$ cat config.mk
export PLATFORM = sky130hd
export DESIGN_NAME = cdb_arbiter
export DESIGN_NICKNAME = d
export VERILOG_FILES = /design/src/rtl/cdb_arbiter.sv
export SDC_FILE = /design/constraint.sdc
export NUM_CORES = 1
export LEC_CHECK = 0
export BUFFER_PORTS_ARGS = -buffer_cell sky130_fd_sc_hd__clkbuf_2
export CORE_AREA = 2 2 208 210
export CTS_CLUSTER_SIZE = 10
export DETAILED_ROUTE_END_ITERATION = 8
export DIE_AREA = 0 0 210 212
export HOLD_SLACK_MARGIN = 0.12
export PLACE_DENSITY = 0.34
export SYNTH_ARGS = -nofsm -noshare
export SYNTH_HDL_FRONTEND = slang
export SYNTH_SLANG_ARGS = --single-unit
$ cat constraint.sdc
create_clock -name clock -period 3.4 [get_ports clock]
set_clock_uncertainty 0.2 [all_clocks]
set_input_delay 0.34 -clock clock [delete_from_list [all_inputs] [get_ports clock]]
set_output_delay 0.34 -clock clock [all_outputs]
set_load 0.01 [all_outputs]
$ cat src/rtl/cdb_arbiter.sv
`default_nettype none
// +----------------------------------------------------------------------------+
// | cdb_arbiter: round-robin grant of FU completion packets onto the CDB.       |
// | Revision: 1.0                                                               |
// +----------------------------------------------------------------------------+

package cdb_pkg;
  typedef struct packed {
    logic [31:0] v;
    logic [4:0]  rob_tag;
    logic        take_branch;
    logic [31:0] branch_loc;
    logic        mispredicted;
    logic [31:0] origin_PC;
    logic        cond_br_en;
    logic        br_en;
    logic        done;
  } FU_OUT_PACKET;
endpackage

module cdb_arbiter
  import cdb_pkg::*;
#(
  parameter int NUM_FU = 4,
  parameter int IDX_W  = $clog2(NUM_FU)
) (
  input  logic                             clock,
  input  logic                             reset,
  input  FU_OUT_PACKET [NUM_FU-1:0]        fu_out_packets,
  input  logic                             squash,
  output logic [NUM_FU-1:0]                ack,
  output FU_OUT_PACKET                     cdb_packet,
  output logic                             cdb_valid,
  output logic [IDX_W-1:0]                 cdb_grant_idx
);

  localparam logic [IDX_W-1:0] c_last_idx = IDX_W'(NUM_FU - 1);

  logic [NUM_FU-1:0] w_req;
  logic [IDX_W-1:0]  r_rr_ptr;
  logic [IDX_W-1:0]  w_win;
  logic [IDX_W-1:0]  w_scan_idx;
  logic              w_grant;
  logic [IDX_W-1:0]  w_next_ptr;

  for (genvar gi = 0; gi < NUM_FU; gi++) begin : g_req
    assign w_req[gi] = fu_out_packets[gi].done;
  end

  // Scan from rr_ptr upward (modulo NUM_FU); the first requester wins.
  always_comb begin
    w_grant    = 1'b0;
    w_win      = '0;
    w_scan_idx = '0;
    for (int k = 0; k < NUM_FU; k++) begin
      w_scan_idx = IDX_W'((32'(r_rr_ptr) + 32'(k)) % 32'(NUM_FU));
      if (!w_grant && w_req[w_scan_idx]) begin
        w_grant = 1'b1;
        w_win   = w_scan_idx;
      end
    end
  end

  assign w_next_ptr = (w_win == c_last_idx) ? '0 : w_win + 1'b1;

  // Squash drains every done FU at once so nothing stale survives the flush.
  always_comb begin
    ack = '0;
    if (reset) begin
      if (squash) begin
        ack = w_req;
      end else if (w_grant) begin
        ack[w_win] = 1'b1;
      end
    end
  end

  always_ff @(posedge clock or negedge reset) begin
    if (!reset) begin
      cdb_packet    <= '0;
      cdb_valid     <= 1'b0;
      cdb_grant_idx <= '0;
      r_rr_ptr      <= '0;
    end else if (squash) begin
      cdb_packet    <= '0;
      cdb_valid     <= 1'b0;
      r_rr_ptr      <= '0;
    end else if (w_grant) begin
      cdb_packet    <= fu_out_packets[w_win];
      cdb_valid     <= 1'b1;
      cdb_grant_idx <= w_win;
      r_rr_ptr      <= w_next_ptr;
    end else begin
      cdb_packet    <= '0;
      cdb_valid     <= 1'b0;
    end
  end

endmodule
`default_nettype wire

==> results of run 1 <==
[synth_stat cells, drive strengths merged (3+ instances only)]
cell type,n
clkbuf,37
nor2,6
a21oi,5
nor3,3
o22ai,27
nand2,86
mux2i,28
dfrtp,111
o221ai,78
nand2b,4
buf,24
inv,83
o21ai,5
a22oi,106
nor2b,5
[kinds of logic (layout without fill, tap and decap cells)]
group / count (synthesis) / in the layout / synth area share, %
AND/OR/NAND/NOR: 106 / 106 / 7.24
other: 0 / 1 / 0
adder cells (fa/ha/maj): 1 / 1 / 0.212
buffers and inverters: 144 / 894 / 10.1
multiplexers: 28 / 28 / 4.74
AO/OA/AOI/OAI: 227 / 227 / 30.7
flip-flops: 111 / 111 / 47.0
[metal layers]
layer  track usage, %  wire [um]  share of wire, %
met5                0          0                 0
met4             4.94        796               2.4
met1             15.7      12800                39
met2             27.6      17600                53
met3             4.15       2110               6.3
[cell type report]
| type | count | area, um^2 |
|---|---|---|
| flip-flops and latches | 111 | 2780 |
| clock buffers | 11 | 233 |
| clock inverters | 5 | 56.3 |
| well taps | 546 | 683 |
| fillers | 4662 | 30600 |
| diodes | 1 | 2.50 |
| repair buffers | 795 | 5270 |
| inverters | 83 | 312 |
| multi-input cells | 362 | 2590 |
[registers in the layout (all words and copies together) (netlist names)]
register and cells:
cdb_valid 1, cdb_packet 106, r_rr_ptr 2, cdb_grant_idx 2
[path summary, 6_finish.rpt]
path	slack [ns]	from	cells past startpoint	endpoint
min in group clock	0.28	cdb_grant_idx[1]	2	cdb_grant_idx[1]
max in group asynchronous	1.66	reset	3	cdb_packet[33]
worst max register to register	0.20	r_rr_ptr[1]	8	cdb_packet[91]
worst max-delay path	0.20	r_rr_ptr[1]	8	cdb_packet[91]
worst min-delay path	0.21	reset	2	cdb_packet[82]
worst min register to register	0.28	cdb_grant_idx[1]	2	cdb_grant_idx[1]
[per-stage QoR]
step                area [um^2]  hold slack (ns)  worst slack [ns]  power, uW
finish                    11900            0.209             0.195       4610
global route              11900            0.197            0.0358       4920
CTS                       11900            0.172            0.0330       4710
detailed placement         9210         -0.00206             0.511       3090
global placement           9210         -0.00473             0.573       3100
floorplan                  5910           -0.156             0.974       2320
[worst max-delay path, stage by stage, from the launching register on]
cell and delay, ns:
dfrtp_2 0.49, mux2i_1 0.21, nor2_1 0.08, a311oi_4 0.38
buf_6 0.28, mux2i_1 0.22, dlygate4sd3_1 0.57, o22ai_1 0.07
dlygate4sd3_1 0.58
[power breakdown]
part           total [uW]  switching [uW]  internal, uW
clock                1130             560           574
sequential           1600            78.6          1520
combinational        1880             896           987
[repair_timing]
action,in CTS,in global routing
hold buffers,242,0
endpoints found under the hold margin,160,0
gates resized for setup,0,3
endpoints found under the setup margin,0,69
==> impl_metrics.toml, run 1 <==
[drt]
avgViaCountPerCell = 4.16
drt_iter0_drc = 301
post_drt_wl_per_cell_um = 17.4
drtPass1Iterations = 5
drtAntennaViolNets = 0
vias = 7955
routed_wl_um = 33300
drcViolationCount = 0

[global_routing]
grt_max_degree = 110
grt_pass1_wl_um = 49300
grt_pass1_vias = 8431
gr-usage-all-layers_pct = 14.7
grt_overflow = 0
antenna_found_initial = 1

[critical_path]
startpoint_type = "flip-flop"
worstPathMaxFanout = 15
required_ns = 3.47
end_kind = "flip-flop"
path_class = "reg2reg"
worstPathArrival_ns = 3.28

[finish]
drive_above_1_share_pct = 42.7
final_cell_mix = "clkbuf_2 (538), dlygate4sd3_1 (242), dfrtp_1 (110)"
final_common_cell = "clkbuf_2"
finalCoreUtilization_pct = 28.1
final_cell_count_no_fill = 1914
layout.nets = 1790
area_delta_synth_final_pct = 102

[timing]
fmax_ghz = 0.312
rsz0062_at_grt = "false"
hold_violations = 0
drv_slew = 0
max-slew-margin-rel_pct = 22.7
setup_tns_ns = 0
setup_viol = 0
min_period_ns = 3.20
max_slew.worst_pin.slew_ns = 1.16
finalCritPeriodShare_pct = 94.3

[synthesis]
ys_warn_count = 0
yosysTopAreaCell = "dfrtp_1"
synth_fp_nets = 1045
synth.avg_cell_area_um2 = 9.57
synth_top_area_share_pct = 47.0
syn_area_mm2 = 0.00591
synth_cell_type_count = 29
ys_seq_area_share_pct = 47.0
synth_edf_count = 0
synthArstFlopShare_pct = 100
synth_seq_cells = 111
synth_cells = 617
netlist_top_cells_area = "dfrtp_1 (47%), a22oi_1 (13%), o221ai_1 (10%)"
synthFlopType = "dfrtp_1"

[die]
die-area_mm2 = 0.0445
std_cell_rows = 76
die_w_um = 210
core-area_mm2 = 0.0425
die_y_um = 212
io_pins = 540
initial_utilization_pct = 13.9

[clock_network]
postCtsSetupRepairBufs = 0
h-tree-depth = 3
numCtsBuffers = 9
cts_tree = "built"
cts_max_path_buffers = 2
path_clk_slew_ns = 0.08
cts_sinks = 111
clock_latency_ns = 0.38
root_buffer = "clkbuf_16"

[job]
max-cap-violations = 0

[run_status]
status = "finished, final reports clean"

[min_path]
hold_path.class = "in2async"

[place]
port_buffers = 539
place_inst = 1655
dpl.hpwl_um = 23300
gp_congestion = 0.777

[power]
ir_drop_mv = 0.293
leakagePower_uw = 0.00628
p_per_area_mw_per_mm2 = 387
Note: power is estimated with default switching activity, not from simulation.
==> run 2: changes to the inputs <==
==> config.mk (replaced) <==
export PLATFORM = sky130hd
export DESIGN_NAME = cdb_arbiter
export DESIGN_NICKNAME = d
export VERILOG_FILES = /design/src/rtl/cdb_arbiter.sv
export SDC_FILE = /design/constraint.sdc
export NUM_CORES = 1
export LEC_CHECK = 0
export ABC_AREA = 1
export BUFFER_PORTS_ARGS = -buffer_cell sky130_fd_sc_hd__clkbuf_2
export CORE_AREA = 2 2 210 212
export CTS_CLUSTER_SIZE = 10
export DETAILED_ROUTE_END_ITERATION = 8
export DIE_AREA = 0 0 212 214
export HOLD_SLACK_MARGIN = 0.12
export PLACE_DENSITY = 0.39
export SYNTH_ARGS = -nofsm -noshare
export SYNTH_HDL_FRONTEND = slang
export SYNTH_SLANG_ARGS = --single-unit
==> impl_metrics.toml, run 2 <==
[run_status]
status = "finished, final reports clean"

[global_routing]
grt_overflow = 0
grt_pass1_vias = 12700
grt_pass1_wl_um = 66600
grt_max_degree = 112
gr-usage-all-layers_pct = 18.9
antenna_found_initial = 2

[clock_network]
path_clk_slew_ns = 0.08
cts_sinks = 111
clock_latency_ns = 0.38
numCtsBuffers = 9
cts_max_path_buffers = 2
root_buffer = "clkbuf_16"
cts_tree = "built"
h-tree-depth = 3

[power]
p_sw_share_pct = 48.5
pwr-share-comb_pct = 75.6
clockPowerShare_pct = 9.0
ir_drop_mv = 1.04
p_int_uw = 6760
sequentialPowerShare_pct = 15.4
p_per_area_mw_per_mm2 = 830
netSwitchingPower_uw = 6370
total_power_uw = 13100
leakagePower_uw = 0.00915

[timing]
min_period_ns = 3.17
max_slew.worst_pin.slew_ns = 0.698
finalCritPeriodShare_pct = 93.3
fmax_ghz = 0.315
rsz0062_at_grt = "false"
max-slew-margin-rel_pct = 53.5
hold_violations = 0
worst_slack_ns = 0.229
setup_tns_ns = 0
setup_viol = 0
drv_slew = 0

[drt]
avgViaCountPerCell = 4.20
vias = 11900
drtPass1Iterations = 5
drcViolationCount = 0
routed_wl_um = 43500
post_drt_wl_per_cell_um = 15.4
drt_iter0_drc = 466
drtAntennaViolNets = 0

[die]
die-area_mm2 = 0.0454
initial_utilization_pct = 18.8
core-area_mm2 = 0.0429
die_w_um = 212
std_cell_rows = 76
io_pins = 540
die_y_um = 214

[synthesis]
synth_cells = 1348
syn_area_mm2 = 0.00805
synth_edf_count = 0
synth.avg_cell_area_um2 = 5.97
synth_cell_type_count = 26
synthArstFlopShare_pct = 100
synth_top_area_share_pct = 34.5
ys_seq_area_share_pct = 34.5
synth_seq_cells = 111
yosysMostFrequentCell = "nand2_1"
ys_warn_count = 0
synth_fp_nets = 1776
netlist_top_cells_area = "dfrtp_1 (35%), nand2_1 (27%), nand3_1 (20%)"
synth_common_cells = "nand2_1 (568), nand3_1 (323), inv_1 (220)"
synthFlopType = "dfrtp_1"
yosysTopAreaCell = "dfrtp_1"

[finish]
drive_above_1_share_pct = 26.7
top_regs = "cdb_packet x106, cdb_grant_idx x2, r_rr_ptr x2"
final_cell_mix = "nand2_1 (568), clkbuf_2 (538), dlygate4sd3_1 (406)"
layout.nets = 2666
largest_reg_flops = 106
area_delta_synth_final_pct = 96.7
n_fill_cell = 4691
final_common_cell = "nand2_1"
largest_register = "cdb_packet"

[critical_path]
worstPathArrival_ns = 3.30
worstPathMaxFanout = 46
startpoint_type = "flip-flop"
end_kind = "flip-flop"
path_class = "reg2reg"
required_ns = 3.52

[min_path]
hold_path.class = "in2reg"

[job]
max-cap-violations = 0

[place]
port_buffers = 539
dpl.hpwl_um = 29600
gp_congestion = 0.862
pre_cts_slack_ns = 0.532
run 2: cell count changes after synthesis, moves of 10 or more:
cell,previous run,this run
nand2_1,86,568
nand3_1,1,323
inv_1,83,220
a22oi_1,106,0
o221ai_1,69,0
buf_2,18,48
mux2i_1,28,0
o22ai_1,27,2
clkbuf_1,36,21
buf_4,4,14
run 2: worst paths after layout:
check / startpoint / end / slack [ns] / cells after the start
min in group asynchronous: reset / cdb_packet[94] / 0.46 / 3
min reg2reg: cdb_grant_idx[0] / cdb_grant_idx[0] / 0.31 / 2
max: r_rr_ptr[0] / cdb_packet[74] / 0.23 / 14
min: fu_out_packets[206] / cdb_packet[100] / 0.15 / 5
max reg2reg: r_rr_ptr[0] / cdb_packet[74] / 0.23 / 14
max in group asynchronous: reset / cdb_packet[33] / 2.02 / 3
run 2: stage by stage:
| step | hold WS, ns | cells | area (um^2) | util (%) |
|---|---|---|---|---|
| global route | 0.143 | 2829 | 15800 | 36.9 |
| finish | 0.146 | 2830 | 15800 | 36.9 |
| global placement | 0.272 | 2402 | 11400 | 26.6 |
| CTS | 0.121 | 2824 | 15800 | 36.7 |
| floorplan | -0.156 | 1348 | 8050 | - |
| detailed placement | 0.288 | 2402 | 11400 | 26.6 |
run 2: cells by family (layout without fill, tap and decap cells):
family                     count (synthesis)  after routing  synth area share [%]
buffers and inverters                    315           1209                  16.3
adders and majority gates                  1              1                 0.155
DFF                                      111            111                  34.5
AOI/OAI and AO/OA                          9              9                 0.591
and+or+nand+nor                          912            913                  48.4
other                                      0              2                     0
run 2: layout make-up:
class	instances	area [um^2]	share of cell area [%]
diodes	2	5.00	0.0316
clock buffers	11	243	1.53
clock inverters	5	57.6	0.364
inverters	225	855	5.40
multi-input cells	923	3990	25.2
flip-flops and latches	111	2780	17.6
well taps	585	732	4.63
repair buffers	968	7160	45.3
run 2: power groups by stage:
| stage | combinational [uW] | clock, uW | sequential (uW) |
|---|---|---|---|
| 2_1_floorplan | 4730 | 0 | 2230 |
| 3_3_place_gp | 7840 | 0 | 2040 |
| 3_5_place_dp | 7830 | 0 | 2040 |
| 4_1_cts | 9870 | 1260 | 2020 |
| 5_1_grt | 11100 | 1300 | 2060 |
| 6_report | 9930 | 1190 | 2020 |
run 2: layer usage:
layer,routed length (um),track usage [%]
met5,0,0
met4,1610,8.59
met3,3270,4.91
met2,21600,34.7
met1,17000,20.0
run 2: timing repair:
action / in CTS / in global routing
hold endpoints to repair: 218 / 0
endpoints found under the setup margin: 0 / 106
buffers inserted: 0 / 3
resized for setup: 0 / 4
hold buffers: 406 / 0
run 2: worst max-delay path: stages, from the launching register on:
cell and delay (ns):
dfrtp_2 0.52, inv_4 0.15, nand2_1 0.10, nand3_1 0.11
nand2_2 0.11, a21oi_1 0.24, nand2_4 0.12, nand2_8 0.20
buf_12 0.22, buf_16 0.23, nand2_1 0.09, nand2_1 0.07
dlygate4sd3_1 0.55, nand3_1 0.06, nand2_1 0.08
